File: src/rtl/lenet_layer1_scheduler.sv
// LeNet layer-1 scheduler: streams one input frame to the broadcast conv
// channels and gathers their pooled outputs into the result memory.
module lenet_layer1_scheduler #(
  parameter int N_CH        = 6,
  parameter int MAPSIZE     = 32,
  parameter int POOL_OUT    = 14,
  parameter int LOAD_CYCLES = 32,
  parameter int TIMEOUT     = 4096
) (
  input  logic              clk,
  input  logic              rst,
  input  logic              start,
  input  logic              stall,
  output logic              img_rd_en,
  output logic [9:0]        img_rd_addr,
  input  logic [7:0]        img_rd_data,
  output logic              ch_start,
  output logic              ch_valid,
  output logic [7:0]        ch_pixel,
  input  logic [N_CH-1:0]   ch_valid_in,
  input  logic [N_CH*8-1:0] ch_pixel_in,
  input  logic [N_CH-1:0]   ch_layer_done,
  output logic              out_wr_en,
  output logic [7:0]        out_wr_addr,
  output logic [N_CH*8-1:0] out_wr_data,
  output logic              busy,
  output logic              done,
  output logic              error
);
  localparam int NPIX = MAPSIZE * MAPSIZE;
  localparam int NOUT = POOL_OUT * POOL_OUT;
  localparam int LW   = $clog2(LOAD_CYCLES + 1);
  localparam int RW   = $clog2(NPIX + 1);
  localparam int DW   = $clog2(TIMEOUT + 1);

  typedef enum logic [2:0] {
    LOAD_WAIT,
    IDLE,
    ARM,
    STREAM,
    DRAIN,
    DONE
  } state_t;

  state_t          state;
  state_t          state_nx;
  logic [LW-1:0]   load_cnt;
  logic [RW-1:0]   rd_cnt;
  logic [7:0]      out_cnt;
  logic [DW-1:0]   drain_cnt;
  logic [N_CH-1:0] done_flags;
  logic            pending;
  logic            accept;
  logic            collect;
  logic            all_v;
  logic            any_v;
  logic            rd_go;
  logic            wr_go;
  logic            fault;
  logic            drain_ok;
  logic            timeout_hit;

  assign all_v       = &ch_valid_in;
  assign any_v       = |ch_valid_in;
  assign collect     = (state == STREAM) || (state == DRAIN);
  assign accept      = (state == IDLE) && (start || pending);
  assign rd_go       = (state == STREAM) && !stall
                       && (rd_cnt < RW'(NPIX));
  assign wr_go       = collect && all_v && (out_cnt < 8'(NOUT));
  assign fault       = collect && any_v
                       && (!all_v || (out_cnt >= 8'(NOUT)));
  assign drain_ok    = (out_cnt == 8'(NOUT)) && (&done_flags)
                       && !out_wr_en;
  assign timeout_hit = (state == DRAIN) && !drain_ok
                       && (drain_cnt == DW'(TIMEOUT - 1));

  always_ff @(posedge clk) begin
    if (rst) state <= LOAD_WAIT;
    else     state <= state_nx;
  end

  // Strobes are masked by rst so an abort issues nothing in its own cycle.
  always_comb begin
    state_nx  = state;
    img_rd_en = 1'b0;
    ch_start  = 1'b0;
    busy      = 1'b0;
    done      = 1'b0;
    case (state)
      LOAD_WAIT: begin
        if (load_cnt == LW'(LOAD_CYCLES - 1)) state_nx = IDLE;
      end
      IDLE: begin
        if (start || pending) state_nx = ARM;
      end
      ARM: begin
        ch_start = !rst;
        busy     = 1'b1;
        state_nx = STREAM;
      end
      STREAM: begin
        busy      = 1'b1;
        img_rd_en = rd_go && !rst;
        if (rd_go && (rd_cnt == RW'(NPIX - 1))) state_nx = DRAIN;
      end
      DRAIN: begin
        busy = 1'b1;
        if (drain_ok || timeout_hit) state_nx = DONE;
      end
      DONE: begin
        busy     = 1'b1;
        done     = 1'b1;
        state_nx = IDLE;
      end
      default: state_nx = LOAD_WAIT;
    endcase
  end

  always_ff @(posedge clk) begin
    if (rst) begin
      load_cnt   <= '0;
      pending    <= 1'b0;
      rd_cnt     <= '0;
      out_cnt    <= '0;
      drain_cnt  <= '0;
      done_flags <= '0;
      error      <= 1'b0;
    end else begin
      if (state == LOAD_WAIT) load_cnt <= load_cnt + LW'(1);
      if ((state == LOAD_WAIT) && start) pending <= 1'b1;
      else if (accept)                   pending <= 1'b0;
      if (accept) begin
        rd_cnt     <= '0;
        out_cnt    <= '0;
        drain_cnt  <= '0;
        done_flags <= '0;
      end else begin
        if (rd_go)            rd_cnt     <= rd_cnt + RW'(1);
        if (wr_go)            out_cnt    <= out_cnt + 8'd1;
        if (state == DRAIN)   drain_cnt  <= drain_cnt + DW'(1);
        if (collect)          done_flags <= done_flags | ch_layer_done;
      end
      if (accept)                     error <= 1'b0;
      else if (fault || timeout_hit)  error <= 1'b1;
    end
  end

  always_ff @(posedge clk) begin
    if (rst) begin
      ch_valid    <= 1'b0;
      out_wr_en   <= 1'b0;
      out_wr_addr <= '0;
      out_wr_data <= '0;
    end else begin
      ch_valid  <= img_rd_en;
      out_wr_en <= wr_go;
      if (wr_go) begin
        out_wr_addr <= out_cnt;
        out_wr_data <= ch_pixel_in;
      end
    end
  end

  assign img_rd_addr = rd_cnt[9:0];
  assign ch_pixel    = ch_valid ? img_rd_data : 8'd0;

endmodule

File: config.mk
export PLATFORM = sky130hd
export DESIGN_NAME = lenet_layer1_scheduler
export DESIGN_NICKNAME = d
export VERILOG_FILES = /design/src/rtl/lenet_layer1_scheduler.sv
export SDC_FILE = /design/constraint.sdc
export NUM_CORES = 1
export LEC_CHECK = 0
export ABC_AREA = 1
export BUFFER_PORTS_ARGS = -buffer_cell sky130_fd_sc_hd__buf_2
export CAP_MARGIN = 40
export CORE_ASPECT_RATIO = 0.7
export CORE_MARGIN = 5
export CORE_UTILIZATION = 50
export CTS_CLUSTER_DIAMETER = 120
export DETAILED_ROUTE_END_ITERATION = 8
export PLACE_DENSITY = 0.88
export SYNTH_ARGS = -nofsm -noshare
export SYNTH_HDL_FRONTEND = slang
export SYNTH_SLANG_ARGS = --single-unit
File: constraint.sdc
create_clock -name clk -period 3.07 [get_ports clk]
set_clock_uncertainty 0.2 [all_clocks]
set_input_delay 0.614 -clock clk [delete_from_list [all_inputs] [get_ports clk]]
set_output_delay 0.614 -clock clk [all_outputs]
set_load 0.01 [all_outputs]
# Word level (Yosys, flattened, before mapping)

Index checks and enable logic that the tools add are counted.

Divide/modulo/power cells: 0
Muxes and demuxes: 12
Eq/ne operators: 13
Add/sub/neg operators: 4
Order comparisons: 3
Shift operators: 0
Multiply operators: 0
Reductions and logical operators: 32
Bitwise logic cells: 1

Operator list:

| kind                                                                    | count |
|---|---|
| 3-bit case mux with 6 select lines                                      | 1 |
| 1-bit logical AND                                                       | 14 |
| 13-bit by 1-bit adder with 13-bit output, second input constant         | 1 |
| 13-bit by 12-bit equality test with 1-bit output, second input constant | 1 |
| 3-bit 2-to-1 mux                                                        | 4 |
| 6-bit AND reduction                                                     | 2 |
| 11-bit by 1-bit adder with 11-bit output, second input constant         | 1 |
| 11-bit by 10-bit equality test with 1-bit output, second input constant | 1 |
| 11-bit < comparator, second input constant                              | 1 |
| 8-bit by 1-bit adder with 8-bit output, second input constant           | 1 |
| 8-bit equality test, second input constant                              | 1 |
| 8-bit greater-or-equal comparator, second input constant                | 1 |
| 8-bit < comparator, second input constant                               | 1 |
| 8-bit 2-to-1 mux                                                        | 1 |
| 6-bit by 1-bit adder with 6-bit output, second input constant           | 1 |
| 3-bit by 2-bit equality test with 1-bit output, second input constant   | 2 |
| 3-bit equality test, second input constant                              | 2 |
| 6-bit by 5-bit equality test with 1-bit output, second input constant   | 1 |
| 1-bit 2-to-1 mux                                                        | 6 |
| 2-bit by 1-bit inequality test with 1-bit output, second input constant | 3 |
| 6-bit OR                                                                | 1 |
| 6-bit OR reduction                                                      | 1 |
| 1-bit zero test                                                         | 5 |
| 1-bit logical OR                                                        | 5 |
| 7 further kinds                                                         | 7 |

Bits in registers: 107
Memory bits (read-only): 0
Memory bits (writable): 0
Memories: 0
Output and inout bits: 81
Input bits: 72
Bits in latches: 0
Logic and storage cells: 77

# Depth between registers and ports, before layout

Depth after elaboration: 9
Gate-level depth with buffers: 10
Depth with buffers taken out: 9

# Worst setup path after synthesis

OpenSTA, ideal clock, no wires.

Kind: input to output
Start point: input port rst
End point: output port ch_start
Buffers on the path: 2
Setup slack: 0.966 ns
Stages: 3
Data required time: 2.256 ns
Data arrival time: 1.290 ns
Path through: clkbuf_1 -> buf_1 -> nor2_1

Longest elaborated chain between the ends: 2

Ends and longest elaborated chain:

| element          | line | source |
|---|---|---|
| from (decl)      | 11   | `input logic rst,` |
| 1-bit zero test  | 97   | `ch_start = !rst;` |
| 1-bit 2-to-1 mux | 89   | `case (state)` |
| to (decl)        | 17   | `output logic ch_start,` |

Every way passes these cells.

# Worst setup path after layout

Start point: register state[1]
End point: output port img_rd_en

Longest elaborated chain between the ends: 5

Ends and longest elaborated chain:

| element                                          | line   | source |
|---|---|---|
| from (decl)                                      | 45     | `state_t state;` |
| from (signal assigned)                           | 79     | `else state <= state_nx;` |
| 3-bit by 2-bit equality test with 1-bit output * | 67, 89 |  |
| 1-bit logical AND                                | 67     | `assign rd_go = (state == STREAM) && !stall` |
| 1-bit logical AND                                | 68     | `&& (rd_cnt < RW'(NPIX));` |
| 1-bit logical AND                                | 103    | `img_rd_en = rd_go && !rst;` |
| 1-bit 2-to-1 mux *                               | 89     |  |
| to (decl)                                        | 14     | `output logic img_rd_en,` |

Mark *: on every way between the ends. The rest lies on a longest branch, timed or not.

==> qor.tcl <==
set qor(run_status) {completed}
set qor(critical_path.max_fanout) 12
set qor(area_growth_pct) 24.2
set qor(post_cts_buffers) 0
set qor(leakagePower_nw) 2.49
set qor(reg2reg_slack_ns) 0.78
set qor(io_buffers) 152
set qor(clk_path_buf_depth) 2
set qor(final_common_cell) {sky130_fd_sc_hd__nand2_1}
set qor(ant_nets) 0
set qor(period_needed_ns) 2.42
set qor(cts.sinks) 107
set qor(coreArea_um2) 8960
set qor(setup_repair_after_global_routing_missed_its_margin) {false}
set qor(finalWeightedCongestion) 0.889
set qor(initial_core_util_pct) 50.6
set qor(clockRootBuffer) {sky130_fd_sc_hd__clkbuf_16}
set qor(grt_pass1_vias) 3729
set qor(final.setup.tns_ns) 0
set qor(via_count) 4316
set qor(pwr_density_cell_nw_per_um2) 471
set qor(setup_viol_count_final) 0
set qor(worst_hold_path_type) {reg -> reg}
set qor(numCtsBuffers) 9
set qor(worst-endpoint-arrival_ns) 1.60
set qor(synthesis.nets) 710
set qor(die-height_um) 89.7
set qor(antenna_cells) 0
set qor(crit_required_ns) 2.26
set qor(ir_drop_worst_vdd_uv) 372
set qor(synth.top_cells.by_area) {sky130_fd_sc_hd__dfxtp_1 47%, sky130_fd_sc_hd__nand2_1 16%, sky130_fd_sc_hd__a21oi_1 11%}
set qor(synth_top_cell_area_share_pct) 47.2
set qor(drive_above_1_share_pct) 24.0
set qor(finalMaxSlewViolations) 0
set qor(hold_violations) 0
set qor(yosys_warnings) 0
set qor(ctsHtreeMaxLevel) 3
set qor(grtUsageTotal_pct) 19.4
set qor(cts.reportedPaths.clkPinSlew_ns) 0.07
set qor(portion_of_the_post_synthesis_area_used_by_sequential_elements_pct) 47.2
set qor(critical_path.startpoint_type) {flip-flop}
set qor(cp-end-kind) {output pin}
set qor(gr_ovfl_total) 0
set qor(synth_enable_flop_cells) 0
set qor(place.detailed.hpwl_mm) 8.10
set qor(hold_path_startpoint) {out_wr_addr[6]$_SDFFE_PP0P_}
set qor(postSynthAreaPerCell_um2) 7.18
set qor(synth_cell_type_count) 30
set qor(max-cap-violations) 0
set qor(instances_no_fill) 895
set qor(timing.setup.critical_path_class) {reg -> out}
set qor(synth-seq-cells) 107
set qor(die-area_um2) 11100
set qor(slew_headroom_pct) 67.2
set qor(detail_route.drc_violations) 0
set qor(reg2reg_to) {out_wr_addr[7]$_SDFFE_PP0P_}
set qor(tightest_slew_ns) 0.491
set qor(die_width_um) 124
set qor(cts_tree) {built}
set qor(clk-insertion-delay-late_ns) 0.34
set qor(yosys_most_used_dff) {sky130_fd_sc_hd__dfxtp_1}
set qor(vias_per_cell) 4.82
set qor(mappedNetlistArea_um2) 4540
set qor(netlist.top_cell.by_area) {sky130_fd_sc_hd__dfxtp_1}
set qor(io_pins) 153
set qor(drt-total-wl_mm) 11.1
set qor(detail_route.first_pass.iterations) 4
set qor(worstRegToRegCells) 9
set qor(grt_max_degree) 50
set qor(postSynthCellCount) 632
set qor(ctsHoldBuffers) 0
set qor(cts_resized) 0
set qor(core.rowCount) 29
set qor(antenna_found_initial) 0
set qor(fmax_mhz) 414
set qor(hold_depth) 2
set qor(dr.first_iter.drc_count) 268
set qor(holdPathEnd) {out_wr_addr[6]$_SDFFE_PP0P_}
set qor(r2r-start) {state[1]$_SDFFE_PP0P_}
set qor(hold_slack_final_ns) 0.260
set qor(timing.final.crit_share_pct) 78.7
set qor(most_frequent_cells_in_the_layout) {196 x sky130_fd_sc_hd__nand2_1, 152 x sky130_fd_sc_hd__buf_2, 107 x sky130_fd_sc_hd__dfxtp_1}
set qor(fin_nets) 844
set qor(post_drt_wl_per_cell_um) 12.4
set qor(wire_length_of_the_first_global_routing_pass_mm) 17.2
set qor(placedCellCount) 879
set qor(async_reset_ff_share_pct) 0
layout make-up:
cell class,count,area (um^2)
inverter,52,195
tap,124,155
clock buffer,12,256
timing repair buffer,158,838
sequential,107,2140
fill,850,3330
multi-input combinational,438,2000
clock inverter,4,48.8
Yosys cell counts (3+ instances only):
master and n:
sky130_fd_sc_hd__a21oi_1 97, sky130_fd_sc_hd__buf_2 8, sky130_fd_sc_hd__buf_4 10, sky130_fd_sc_hd__buf_6 3, sky130_fd_sc_hd__clkbuf_1 13, sky130_fd_sc_hd__dfxtp_1 107
sky130_fd_sc_hd__ha_1 6, sky130_fd_sc_hd__inv_1 50, sky130_fd_sc_hd__nand2_1 196, sky130_fd_sc_hd__nand3_1 23, sky130_fd_sc_hd__nand4_1 6, sky130_fd_sc_hd__nor2_1 60
sky130_fd_sc_hd__nor2_2 3, sky130_fd_sc_hd__nor3_1 9, sky130_fd_sc_hd__o21ai_0 14, sky130_fd_sc_hd__or2_2 3, sky130_fd_sc_hd__xor2_1 4
flip-flops by register name (all words and copies together), names as in the netlist:
name / cells
out_wr_data: 48
drain_cnt: 13
rd_cnt: 11
out_cnt: 8
out_wr_addr: 8
done_flags: 6
load_cnt: 6
state: 3
ch_valid: 1
error: 1
out_wr_en: 1
pending: 1
how the worst max path moves through the flow:
| stage | startpoint | end | cells after the start |
|---|---|---|---|
| global placement | ch_valid_in[4] | out_cnt[2]$_SDFFE_PP0P_ | 9 |
| detailed placement | ch_valid_in[4] | out_cnt[2]$_SDFFE_PP0P_ | 9 |
| global route | state[1]$_SDFFE_PP0P_ | img_rd_en | 5 |
| floorplan | rst | ch_start | 3 |
| CTS | state[1]$_SDFFE_PP0P_ | img_rd_en | 5 |
| finish | state[1]$_SDFFE_PP0P_ | img_rd_en | 5 |
logic make-up after synthesis:
kind of cell    synth area share (%)
compound gates                  13.2
xor+xnor                        1.16
fa+ha+maj                       1.66
buf+inv                         8.74
flops                           47.2
simple gates                    28.0
critical path: stages (launching register included):
cell and delay, ns:
sky130_fd_sc_hd__dfxtp_1 0.42, sky130_fd_sc_hd__inv_2 0.06, sky130_fd_sc_hd__nor2_2 0.12, sky130_fd_sc_hd__nand3_1 0.33
sky130_fd_sc_hd__nor2_1 0.18, sky130_fd_sc_hd__buf_2 0.15
power breakdown:
group          internal [mW]  switching [mW]
Combinational         0.0446          0.0478
Clock                  0.676           0.488
Sequential              1.39         0.00349
layer usage:
layer	GRT usage, %	up-vias	part of all wire [%]
met3	5.39	6	7.3
met5	0	-	0
met4	5.33	0	0.81
li1	-	2268	-
met1	26.3	1922	46
met2	30.7	120	46
per-stage QoR:
step	total power [mW]	setup WS [ns]	cell area (um^2)	util (%)
floorplan	1.46	0.966	4540	-
global placement	1.51	0.704	5300	59.1
global route	2.74	0.507	5630	62.9
detailed placement	1.52	0.659	5330	59.4
CTS	2.67	0.640	5630	62.9
finish	2.65	0.654	5630	62.9
No activity file was read; power rests on OpenSTA's default activity.
